$ cat src/rtl/voice_mixer_scheduler.sv
// Shares one sample-memory read port among NUM_VOICES sampler voices. On each sample tick it
// reads one sample per active voice in order 0..N-1, sums them, and publishes the mix.
module voice_mixer_scheduler #(
    parameter int unsigned NUM_VOICES = 4,
    parameter int unsigned ADDR_W     = 20,
    parameter int unsigned DATA_W     = 8,
    parameter int unsigned MIX_W      = DATA_W + $clog2(NUM_VOICES)
) (
    input  logic                         clk,
    input  logic                         reset,
    input  logic                         sample_tick_i,
    input  logic [NUM_VOICES-1:0]        trigger_i,
    input  logic [NUM_VOICES*ADDR_W-1:0] start_addr_i,
    input  logic [NUM_VOICES*ADDR_W-1:0] end_addr_i,
    input  logic [NUM_VOICES-1:0]        loop_en_i,
    output logic                         mem_req_o,
    output logic [ADDR_W-1:0]            mem_addr_o,
    input  logic                         mem_ack_i,
    input  logic [DATA_W-1:0]            mem_data_i,
    output logic [NUM_VOICES-1:0]        active_o,
    output logic [MIX_W-1:0]             mix_out_o,
    output logic                         mix_valid_o,
    output logic                         overrun_o
);

    localparam int unsigned IDX_W = $clog2(NUM_VOICES);

    typedef enum logic [1:0] {StIdle, StScan, StReq, StOut} state_e;

    state_e                  state_q, state_d;
    logic [IDX_W-1:0]        idx_q, idx_d;
    logic [MIX_W-1:0]        acc_q, acc_d;
    logic [ADDR_W-1:0]       ptr_q [NUM_VOICES];
    logic [ADDR_W-1:0]       ptr_d [NUM_VOICES];
    logic [NUM_VOICES-1:0]   active_q, active_d;
    logic                    mem_req_q, mem_req_d;
    logic [ADDR_W-1:0]       mem_addr_q, mem_addr_d;
    logic [MIX_W-1:0]        mix_out_q, mix_out_d;
    logic                    mix_valid_q, mix_valid_d;
    logic                    overrun_q, overrun_d;

    logic [ADDR_W-1:0]       cur_start, cur_end;
    logic [MIX_W-1:0]        acc_sum;
    logic                    last_voice;

    assign cur_start  = start_addr_i[int'(idx_q)*ADDR_W +: ADDR_W];
    assign cur_end    = end_addr_i[int'(idx_q)*ADDR_W +: ADDR_W];
    assign acc_sum    = acc_q + {{(MIX_W-DATA_W){mem_data_i[DATA_W-1]}}, mem_data_i};
    assign last_voice = (idx_q == IDX_W'(NUM_VOICES - 1));

    always_comb begin
        state_d     = state_q;
        idx_d       = idx_q;
        acc_d       = acc_q;
        ptr_d       = ptr_q;
        active_d    = active_q;
        mem_req_d   = mem_req_q;
        mem_addr_d  = mem_addr_q;
        mix_out_d   = mix_out_q;
        mix_valid_d = 1'b0;
        overrun_d   = sample_tick_i && (state_q != StIdle);

        unique case (state_q)
            StIdle: begin
                if (sample_tick_i) begin
                    idx_d   = '0;
                    acc_d   = '0;
                    state_d = StScan;
                end
            end
            StScan: begin
                if (active_q[idx_q]) begin
                    mem_req_d  = 1'b1;
                    mem_addr_d = ptr_q[idx_q];
                    state_d    = StReq;
                end else if (last_voice) begin
                    // Mix is registered on entry to StOut so mix_valid lines up with that cycle.
                    mix_out_d   = acc_q;
                    mix_valid_d = 1'b1;
                    state_d     = StOut;
                end else begin
                    idx_d = idx_q + IDX_W'(1);
                end
            end
            StReq: begin
                if (mem_ack_i) begin
                    mem_req_d = 1'b0;
                    acc_d     = acc_sum;
                    if (ptr_q[idx_q] == cur_end) begin
                        if (loop_en_i[idx_q]) begin
                            ptr_d[idx_q] = cur_start;
                        end else begin
                            active_d[idx_q] = 1'b0;
                        end
                    end else begin
                        ptr_d[idx_q] = ptr_q[idx_q] + ADDR_W'(1);
                    end
                    if (last_voice) begin
                        mix_out_d   = acc_sum;
                        mix_valid_d = 1'b1;
                        state_d     = StOut;
                    end else begin
                        idx_d   = idx_q + IDX_W'(1);
                        state_d = StScan;
                    end
                end
            end
            StOut: begin
                state_d = StIdle;
            end
            default: state_d = StIdle;
        endcase

        // Triggers win over any same-cycle advance or stop.
        for (int i = 0; i < int'(NUM_VOICES); i++) begin
            if (trigger_i[i]) begin
                ptr_d[i]    = start_addr_i[i*ADDR_W +: ADDR_W];
                active_d[i] = 1'b1;
            end
        end
    end

    always_ff @(posedge clk) begin
        if (reset) begin
            state_q     <= StIdle;
            idx_q       <= '0;
            acc_q       <= '0;
            ptr_q       <= '{default: '0};
            active_q    <= '0;
            mem_req_q   <= 1'b0;
            mem_addr_q  <= '0;
            mix_out_q   <= '0;
            mix_valid_q <= 1'b0;
            overrun_q   <= 1'b0;
        end else begin
            state_q     <= state_d;
            idx_q       <= idx_d;
            acc_q       <= acc_d;
            ptr_q       <= ptr_d;
            active_q    <= active_d;
            mem_req_q   <= mem_req_d;
            mem_addr_q  <= mem_addr_d;
            mix_out_q   <= mix_out_d;
            mix_valid_q <= mix_valid_d;
            overrun_q   <= overrun_d;
        end
    end

    assign mem_req_o   = mem_req_q;
    assign mem_addr_o  = mem_addr_q;
    assign active_o    = active_q;
    assign mix_out_o   = mix_out_q;
    assign mix_valid_o = mix_valid_q;
    assign overrun_o   = overrun_q;

endmodule

$ cat config.mk
export PLATFORM = sky130hd
export DESIGN_NAME = voice_mixer_scheduler
export DESIGN_NICKNAME = d
export VERILOG_FILES = /design/src/rtl/voice_mixer_scheduler.sv
export SDC_FILE = /design/constraint.sdc
export NUM_CORES = 1
export LEC_CHECK = 0
export ABC_AREA = 1
export BUFFER_PORTS_ARGS = -buffer_cell sky130_fd_sc_hd__buf_2
export CORE_ASPECT_RATIO = 0.9
export CORE_MARGIN = 4
export CORE_UTILIZATION = 40
export DETAILED_ROUTE_END_ITERATION = 8
export GPL_TIMING_DRIVEN = 0
export PLACE_DENSITY = 0.65
export SLEW_MARGIN = 20
export SYNTH_ARGS = -nofsm -noshare
export SYNTH_HDL_FRONTEND = slang
export SYNTH_SLANG_ARGS = --single-unit
$ cat constraint.sdc
create_clock -name clk -period 2.1 [get_ports clk]
set_input_delay 0.21 -clock clk [delete_from_list [all_inputs] [get_ports clk]]
set_output_delay 0.21 -clock clk [all_outputs]
set_load 0.03 [all_outputs]
==> impl_metrics.yaml, run 1 <==
yosys:
  synth.lib_cells_used.distinct: 31
  synth_seq_area_share_pct: 27.2
  yosys.area.top_type_share_pct: 27.2
  ys_ff_latch: 131
  synth_top_cells_by_area: "sky130_fd_sc_hd__dfxtp_1, sky130_fd_sc_hd__nand2_1, sky130_fd_sc_hd__nor2_1"
  syn_inst: 1737
  syn_area_cell_um2: 5.55
  synth_top_area_cell: "sky130_fd_sc_hd__dfxtp_1"
  synth_warn: 0
  net_count_after_synthesis: 1936
  netlist_area_mm2: 0.00964
sta:
  finalHoldViolations: 0
  timing.hold.ws_ns: 0.0873
  slew_viol_final: 0
  worst_clock_skew_ns: 0.0147
  timing.max_slew.rel_slack_pct: 41.3
  fin_crit_ns: 2.85
  final_critical_path_setup_slack_ns: -0.750
  period_utilisation_layout_pct: 136
  worst_slew_pin_slew_ns: 0.880
  grt_setup_unrepaired: "true"
  timing.fmax_mhz: 351
  setup_viol: 117
pwr:
  finalPower_mw: 18.6
  max-vdd-ir-drop_uv: 549
  power-per-cell-area_mw_per_mm2: 1340
  leakagePower_nw: 7.00
die:
  die_w_um: 172
  ios: 217
  initial_utilization_pct: 40.9
  core_mm2: 0.0235
  number_of_cell_rows: 53
  dieHeight_um: 155
  dieArea_mm2: 0.0266
critical_path:
  worst-path-buf-inv: 5
  crit_top_cell: "sky130_fd_sc_hd__nand2_1"
  critical_path.startpoint_type: "flop"
  crit_start: "idx_q[0]$_SDFFE_PP0P_"
  path_class: "reg -> reg"
  critical_path.cell_chain: "buf_12 > inv_8 > bufbuf_16 > nand2_1 > nand2_1 > nand2_1 > nand2_4 > nand2_1 > nand2_2 > nor2_2 > and2_4 > nand2_2 > nor2_4 > nand2_2 > buf_12 > nand2_4 > buf_8 > nand3_1 > nand2_1 > nor2_1 > nor2_1"
  worstPathRequired_ns: 2.47
  crit_path_max_fanout: 10
  end_kind: "flop"
  worst_path_largest_cell_delay_ns: 0.38
  cp_data_arrival_time_ns: 3.22
  launch_point_of_the_worst_reg_to_reg_path: "idx_q[0]$_SDFFE_PP0P_"
  cpLargestDelayFamily: "simple AND/OR/NAND/NOR gates"
  crit_path_top_delay_cell: "sky130_fd_sc_hd__dfxtp_4"
placed_design:
  preCtsSetupSlack_ns: -1.10
  buffer_ports.inserted: 216
  final_weighted_congestion_in_routability_driven_placement: 0.971
  dp_cells: 2255
  dp_hpwl_um: 34000
route:
  drt_iter0_drc: 1809
  vias_per_cell: 5.64
  post-route-drc-count: 0
  final_antenna_net_count: 0
  route.final.wire_length_um: 47700
  detailroute.via_count: 13300
  drtPass1Iterations: 6
  wire_per_inst_um: 20.2
cts:
  path_clk_slew_ns: 0.07
  cts-root-to-sink-buffers: 2
  cts_max_level: 4
  cts_root_buf: "sky130_fd_sc_hd__clkbuf_16"
  clkLatencyLatePin_ns: 0.45
  cts_buffers: 17
  tritoncts: "yes"
  tritoncts_num_sinks: 131
worst_hold_path:
  holdCritPathClass: "in -> reg"
  timing.hold.worst.start: "start_addr_i[30]"
grt:
  antenna_found_initial: 0
  globalRoute.totalOverflow: 0
  vias_in_the_first_global_route: 12100
  grt_util_all_layers_pct: 33.7
  pin_count_of_the_biggest_net_entering_global_routing: 17
  grt_pass1_wl_um: 68400
cells_and_area:
  insertedDiodeCount: 0
  final_net_count: 2251
  layout-area-overhead-vs-synth_pct: 43.9
  post-route-util_pct: 58.9
  fin_cells: 2367
  share_of_cells_above_drive_strength_1_pct: 29.2
  num-fill-cells: 2347
status:
  failed_checks: "negative setup slack"
  result_of_the_run: "complete, but fails checks"
run:
  number_of_maximum_capacitance_violations: 0
registers in the layout (all words and copies together), names as in the netlist:
name and flops:
ptr_q 80, mem_addr_o 20, mem_req_o 1, idx_q 2, state_q 2, active_o 4
mix_valid_o 1, mix_out_o 10, acc_q 10, overrun_o 1
worst paths after layout:
check	to	slack, ns	cells past startpoint
setup / recovery	ptr_q[74]$_SDFFE_PP0P_	-0.75	21
hold / removal	ptr_q[50]$_SDFFE_PP0P_	0.09	5
setup reg to reg	ptr_q[74]$_SDFFE_PP0P_	-0.75	21
hold reg to reg	mem_req_o$_SDFFE_PP0P_	0.49	2
metal layers:
layer | up-vias | track usage (%) | share of wire, %
met2 | 840 | 50.1 | 42
met5 | - | 0 | 0
met3 | 164 | 7.27 | 12
met4 | 0 | 14.6 | 5.0
met1 | 6138 | 46.8 | 41
li1 | 6199 | - | -
cells by family after synthesis:
family	share of synthesized area (%)
simple gates	50.0
compound gates	10.8
buf+inv	7.96
flops	27.2
fa+ha+maj	2.54
xor+xnor	1.45
synthesized netlist by cell type:
cell,number
sky130_fd_sc_hd__buf_1,12
sky130_fd_sc_hd__o22ai_1,8
sky130_fd_sc_hd__o31ai_1,1
sky130_fd_sc_hd__or2_2,3
sky130_fd_sc_hd__xor2_1,16
sky130_fd_sc_hd__nand4_1,5
sky130_fd_sc_hd__inv_1,59
sky130_fd_sc_hd__nor3_1,8
sky130_fd_sc_hd__o21ai_1,6
sky130_fd_sc_hd__and2_0,1
sky130_fd_sc_hd__inv_4,1
sky130_fd_sc_hd__dfxtp_1,131
sky130_fd_sc_hd__a21oi_1,82
sky130_fd_sc_hd__nand3_1,193
sky130_fd_sc_hd__buf_2,35
sky130_fd_sc_hd__inv_2,5
sky130_fd_sc_hd__nand2_2,3
sky130_fd_sc_hd__nor2_2,2
sky130_fd_sc_hd__buf_4,6
sky130_fd_sc_hd__o211ai_1,1
sky130_fd_sc_hd__a21o_1,3
sky130_fd_sc_hd__clkbuf_1,44
sky130_fd_sc_hd__fa_1,1
sky130_fd_sc_hd__nand2_1,691
sky130_fd_sc_hd__ha_1,18
sky130_fd_sc_hd__nor2_1,301
sky130_fd_sc_hd__buf_6,8
sky130_fd_sc_hd__a211oi_1,2
sky130_fd_sc_hd__o21ai_0,78
sky130_fd_sc_hd__a31oi_1,5
sky130_fd_sc_hd__a32o_1,8
where the power goes:
part           switching [mW]  internal (mW)
Sequential              0.291           2.84
Combinational            7.70           4.64
Clock                    1.43           1.69
Total                    9.41           9.17
per-stage QoR:
step / setup TNS (ns) / instance area, um^2
2_1_floorplan: -2.03 / 9870
3_3_place_gp: -102.44 / 11300
3_5_place_dp: -103.64 / 11300
4_1_cts: -48.07 / 13300
5_1_grt: -72.88 / 13900
6_report: -62.55 / 13900
worst min-delay path: stages:
cell and delay (ns):
sky130_fd_sc_hd__buf_2 0.09, sky130_fd_sc_hd__nand2_1 0.04, sky130_fd_sc_hd__nand2_1 0.06, sky130_fd_sc_hd__nor2_1 0.03, sky130_fd_sc_hd__nor2_1 0.06
what timing repair did:
action,4_1_cts,5_1_grt
endpoints found under the hold margin,1,0
hold buffers,1,0
endpoints found under the setup margin,128,124
setup buffers,43,19
gates resized for setup,237,122
pin swaps,44,63
cloned,14,4
cell usage in the layout, fill, tap and decap left out, types with 6 or more instances in the layout:
master / n
sky130_fd_sc_hd__buf_4: 62
sky130_fd_sc_hd__clkbuf_16: 20
sky130_fd_sc_hd__inv_1: 51
sky130_fd_sc_hd__nor3_1: 7
sky130_fd_sc_hd__ha_1: 15
sky130_fd_sc_hd__clkbuf_8: 6
sky130_fd_sc_hd__o22ai_1: 8
sky130_fd_sc_hd__nand2_4: 16
sky130_fd_sc_hd__nand3_2: 26
sky130_fd_sc_hd__nor2_1: 274
sky130_fd_sc_hd__nor2_2: 17
sky130_fd_sc_hd__a32o_1: 8
sky130_fd_sc_hd__nor2_4: 12
sky130_fd_sc_hd__buf_12: 15
sky130_fd_sc_hd__o21ai_1: 16
sky130_fd_sc_hd__clkbuf_1: 28
sky130_fd_sc_hd__dfxtp_1: 129
sky130_fd_sc_hd__buf_16: 6
sky130_fd_sc_hd__o21ai_0: 53
sky130_fd_sc_hd__buf_8: 17
sky130_fd_sc_hd__xor2_1: 16
sky130_fd_sc_hd__nand2_1: 589
sky130_fd_sc_hd__nand2_2: 89
sky130_fd_sc_hd__buf_2: 219
sky130_fd_sc_hd__nand3_1: 164
sky130_fd_sc_hd__o21ai_2: 11
sky130_fd_sc_hd__buf_6: 23
sky130_fd_sc_hd__a21oi_1: 75
sky130_fd_sc_hd__inv_6: 6
sky130_fd_sc_hd__buf_1: 12
sky130_fd_sc_hd__inv_2: 10
area by class of cell:
| type | instances | area [um^2] | area share (%) |
|---|---|---|---|
| Multi-Input combinational cell | 1436 | 7040 | 50.8 |
| Sequential cell | 131 | 2630 | 18.9 |
| Timing Repair Buffer | 296 | 1980 | 14.3 |
| Buffer | 105 | 990 | 7.14 |
| Clock buffer | 17 | 425 | 3.07 |
| Tap cell | 302 | 378 | 2.72 |
| Inverter | 65 | 262 | 1.89 |
| Clock inverter | 15 | 164 | 1.18 |
Note: power is estimated with default switching activity, not from simulation.
==> inputs of run 2 (changes only) <==
--- a/config.mk
+++ b/config.mk
@@ -17,3 +17,4 @@
 export SYNTH_ARGS = -nofsm -noshare
 export SYNTH_HDL_FRONTEND = slang
 export SYNTH_SLANG_ARGS = --single-unit
+export TNS_END_PERCENT = 30
==> run 2 against run 1 <==
Net effect: the flow still finishes with violations (negative setup slack); setup slack worse by 0.027 ns; worst hold slack lost 0.060 ns; flip-flop and latch count stayed put; non-clock buffer count shrank 36; final area down 5.1%; register-to-register slack worse by 0.03 ns; sequential share of layout area grew 1.0 points; first-iteration DRC count decreased by 23%; clock skew is essentially flat; count of clock-buffer cells in the layout up 3; utilization down 3.0 points; global-route usage fell by 1.6 points; largest cell class unchanged.
==> impl_metrics.yaml, run 2 (synthesis gave the netlist of run 1 again) <==
critical_path:
  cp_num_cells: 20
  critical_path.startpoint_type: "flop"
  end_kind: "flop"
  cpLargestDelayFamily: "simple AND/OR/NAND/NOR gates"
  critical_path.cell_chain: "buf_12 > clkinv_8 > clkbuf_16 > buf_12 > nand2_4 > nand2_2 > nand2_1 > nand2_2 > nand2_2 > nand4_1 > nor2_1 > nand2_1 > nor2_4 > nand2_2 > buf_12 > nand3_4 > clkbuf_16 > nor2_2 > nor2_1 > nor2_1"
  worstPathRequired_ns: 2.39
  crit_path_max_fanout: 8
  crit_top_cell: "sky130_fd_sc_hd__nand2_2"
  path_class: "reg -> reg"
  cp_data_arrival_time_ns: 3.17
  worst-path-buf-inv: 6
  worst_path_largest_cell_delay_ns: 0.40
  crit_path_top_delay_cell: "sky130_fd_sc_hd__dfxtp_4"
  worstRegToRegCells: 20
die:
  die_w_um: 172
  dieArea_mm2: 0.0266
  core_mm2: 0.0235
  initial_utilization_pct: 40.9
  dieHeight_um: 155
  number_of_cell_rows: 53
  ios: 217
cts:
  clkLatencyLatePin_ns: 0.43
  cts_max_level: 4
  cts-root-to-sink-buffers: 2
  tritoncts: "yes"
  cts_buffers: 17
  tritoncts_num_sinks: 131
  cts_root_buf: "sky130_fd_sc_hd__clkbuf_16"
  path_clk_slew_ns: 0.07
cells_and_area:
  num-fill-cells: 2465
  ff_latch_area_mm2: 0.00263
  insertedDiodeCount: 0
  layout.cells.most_common_list: "sky130_fd_sc_hd__nand2_1, sky130_fd_sc_hd__nor2_1, sky130_fd_sc_hd__buf_2"
  share_of_cells_above_drive_strength_1_pct: 25.4
  largest_register_ff_count: 80
  fin_cells: 2331
  post-route-util_pct: 55.9
  mostFrequentLayoutCell: "sky130_fd_sc_hd__nand2_1"
  layout-area-overhead-vs-synth_pct: 36.5
  multiInputGateArea_mm2: 0.00686
  top_register: "ptr_q"
  final_net_count: 2215
route:
  final_antenna_net_count: 0
  wire_per_inst_um: 19.9
  drtPass1Iterations: 8
  drt_iter0_drc: 1400
  detailroute.via_count: 13000
  post-route-drc-count: 0
  route.final.wire_length_um: 46300
  vias_per_cell: 5.59
sta:
  setup_viol: 107
  final_critical_path_setup_slack_ns: -0.777
  worst_slew_pin_slew_ns: 0.816
  worst_clock_skew_ns: 0.0145
  grt_setup_unrepaired: "true"
  finalHoldViolations: 0
  period_utilisation_layout_pct: 137
  fin_crit_ns: 2.88
  slew_viol_final: 0
  timing.fmax_mhz: 348
  timing.max_slew.rel_slack_pct: 45.6
status:
  failed_checks: "negative setup slack"
  result_of_the_run: "complete, but fails checks"
grt:
  globalRoute.totalOverflow: 0
  grt_util_all_layers_pct: 32.0
  pin_count_of_the_biggest_net_entering_global_routing: 17
  grt_pass1_wl_um: 65400
  vias_in_the_first_global_route: 11500
  antenna_found_initial: 0
run:
  number_of_maximum_capacitance_violations: 0
worst_hold_path:
  holdCritPathClass: "in -> reg"
  worstHoldPathCells: 3
pwr:
  leakagePower_nw: 6.68
  max-vdd-ir-drop_uv: 635
  power-per-cell-area_mw_per_mm2: 1290
placed_design:
  dp_cells: 2255
  final_weighted_congestion_in_routability_driven_placement: 1.01
  preCtsSetupSlack_ns: -1.24
  buffer_ports.inserted: 216
  dp_hpwl_um: 35100
==> run 2: changes by cell type in the layout (fill, tap and decap cells not counted), moves of 6 or more <==
cell / delta
sky130_fd_sc_hd__nand2_2: -24
sky130_fd_sc_hd__buf_8: -10
sky130_fd_sc_hd__o21ai_1: -9
sky130_fd_sc_hd__buf_12: -6
sky130_fd_sc_hd__a21oi_1: +6
sky130_fd_sc_hd__o21ai_0: +8
sky130_fd_sc_hd__nand2_1: +25
sky130_fd_sc_hd__buf_4: -25
sky130_fd_sc_hd__nand3_1: +9
sky130_fd_sc_hd__clkbuf_16: +7
sky130_fd_sc_hd__nand3_2: -10
==> run 2: final cells by class <==
class                           instances  share of cell area [%]
Clock inverter                         12                   0.732
Inverter                               65                    1.99
Multi-Input combinational cell       1436                    52.1
Sequential cell                       131                    20.0
Clock buffer                           20                    3.39
Timing Repair Buffer                  260                    12.3
Tap cell                              302                    2.87
Buffer                                105                    6.61
==> run 2: stage by stage <==
stage          instance area, um^2  hold slack, ns  power (mW)  TNS [ns]
4_1_cts                      12300          0.0238        15.3    -55.88
2_1_floorplan                 9850           0.343        8.94     -2.06
3_3_place_gp                 11300           0.455        11.8   -103.33
3_5_place_dp                 11300           0.458        11.9   -107.04
5_1_grt                      13200          0.0533        17.8    -76.59
6_report                     13200          0.0273        16.9    -63.22
==> run 2: per-layer routing <==
| metal | up-vias | GRT usage (%) | routed length, um | share of wire, % |
|---|---|---|---|---|
| met2 | 751 | 50.1 | 20200 | 44 |
| met4 | 0 | 10.8 | 1830 | 3.9 |
| met5 | - | 0 | 0 | 0 |
| met1 | 6051 | 45.2 | 19600 | 42 |
| met3 | 113 | 4.83 | 4680 | 10 |
| li1 | 6122 | - | - | - |
==> run 2: path summary, 6_finish.rpt <==
kind	startpoint	slack, ns	endpoint
setup / recovery	idx_q[0]$_SDFFE_PP0P_	-0.78	ptr_q[14]$_SDFFE_PP0P_
hold / removal	sample_tick_i	0.03	overrun_o$_SDFF_PP0_
setup reg to reg	idx_q[0]$_SDFFE_PP0P_	-0.78	ptr_q[14]$_SDFFE_PP0P_
hold reg to reg	active_o[3]$_SDFFE_PP0P_	0.49	active_o[3]$_SDFFE_PP0P_
==> run 2: report_power, final <==
part           switching [mW]  internal [mW]  leakage, nW
clock network            1.31           1.57        0.260
registers               0.283           2.84         1.08
logic                    7.15           3.79         5.34
total                    8.74           8.20         6.68
==> run 2: repair_timing <==
item / CTS / global route
setup buffers: 9 / 21
resized for setup: 101 / 155
setup endpoints to repair: 128 / 127
pin swaps: 10 / 80
gates cloned: 3 / 11
hold buffers: 0 / 0
==> run 2: worst register-to-register path: stages, from the launching register on <==
cell and delay, ns:
sky130_fd_sc_hd__dfxtp_4 0.40, sky130_fd_sc_hd__buf_12 0.15, sky130_fd_sc_hd__clkinv_8 0.08, sky130_fd_sc_hd__clkbuf_16 0.17
sky130_fd_sc_hd__buf_12 0.15, sky130_fd_sc_hd__nand2_4 0.07, sky130_fd_sc_hd__nand2_2 0.04, sky130_fd_sc_hd__nand2_1 0.07
sky130_fd_sc_hd__nand2_2 0.07, sky130_fd_sc_hd__nand2_2 0.09, sky130_fd_sc_hd__nand4_1 0.17, sky130_fd_sc_hd__nor2_1 0.13
sky130_fd_sc_hd__nand2_1 0.09, sky130_fd_sc_hd__nor2_4 0.26, sky130_fd_sc_hd__nand2_2 0.13, sky130_fd_sc_hd__buf_12 0.17
sky130_fd_sc_hd__nand3_4 0.13, sky130_fd_sc_hd__clkbuf_16 0.19, sky130_fd_sc_hd__nor2_2 0.04, sky130_fd_sc_hd__nor2_1 0.11
sky130_fd_sc_hd__nor2_1 0.05
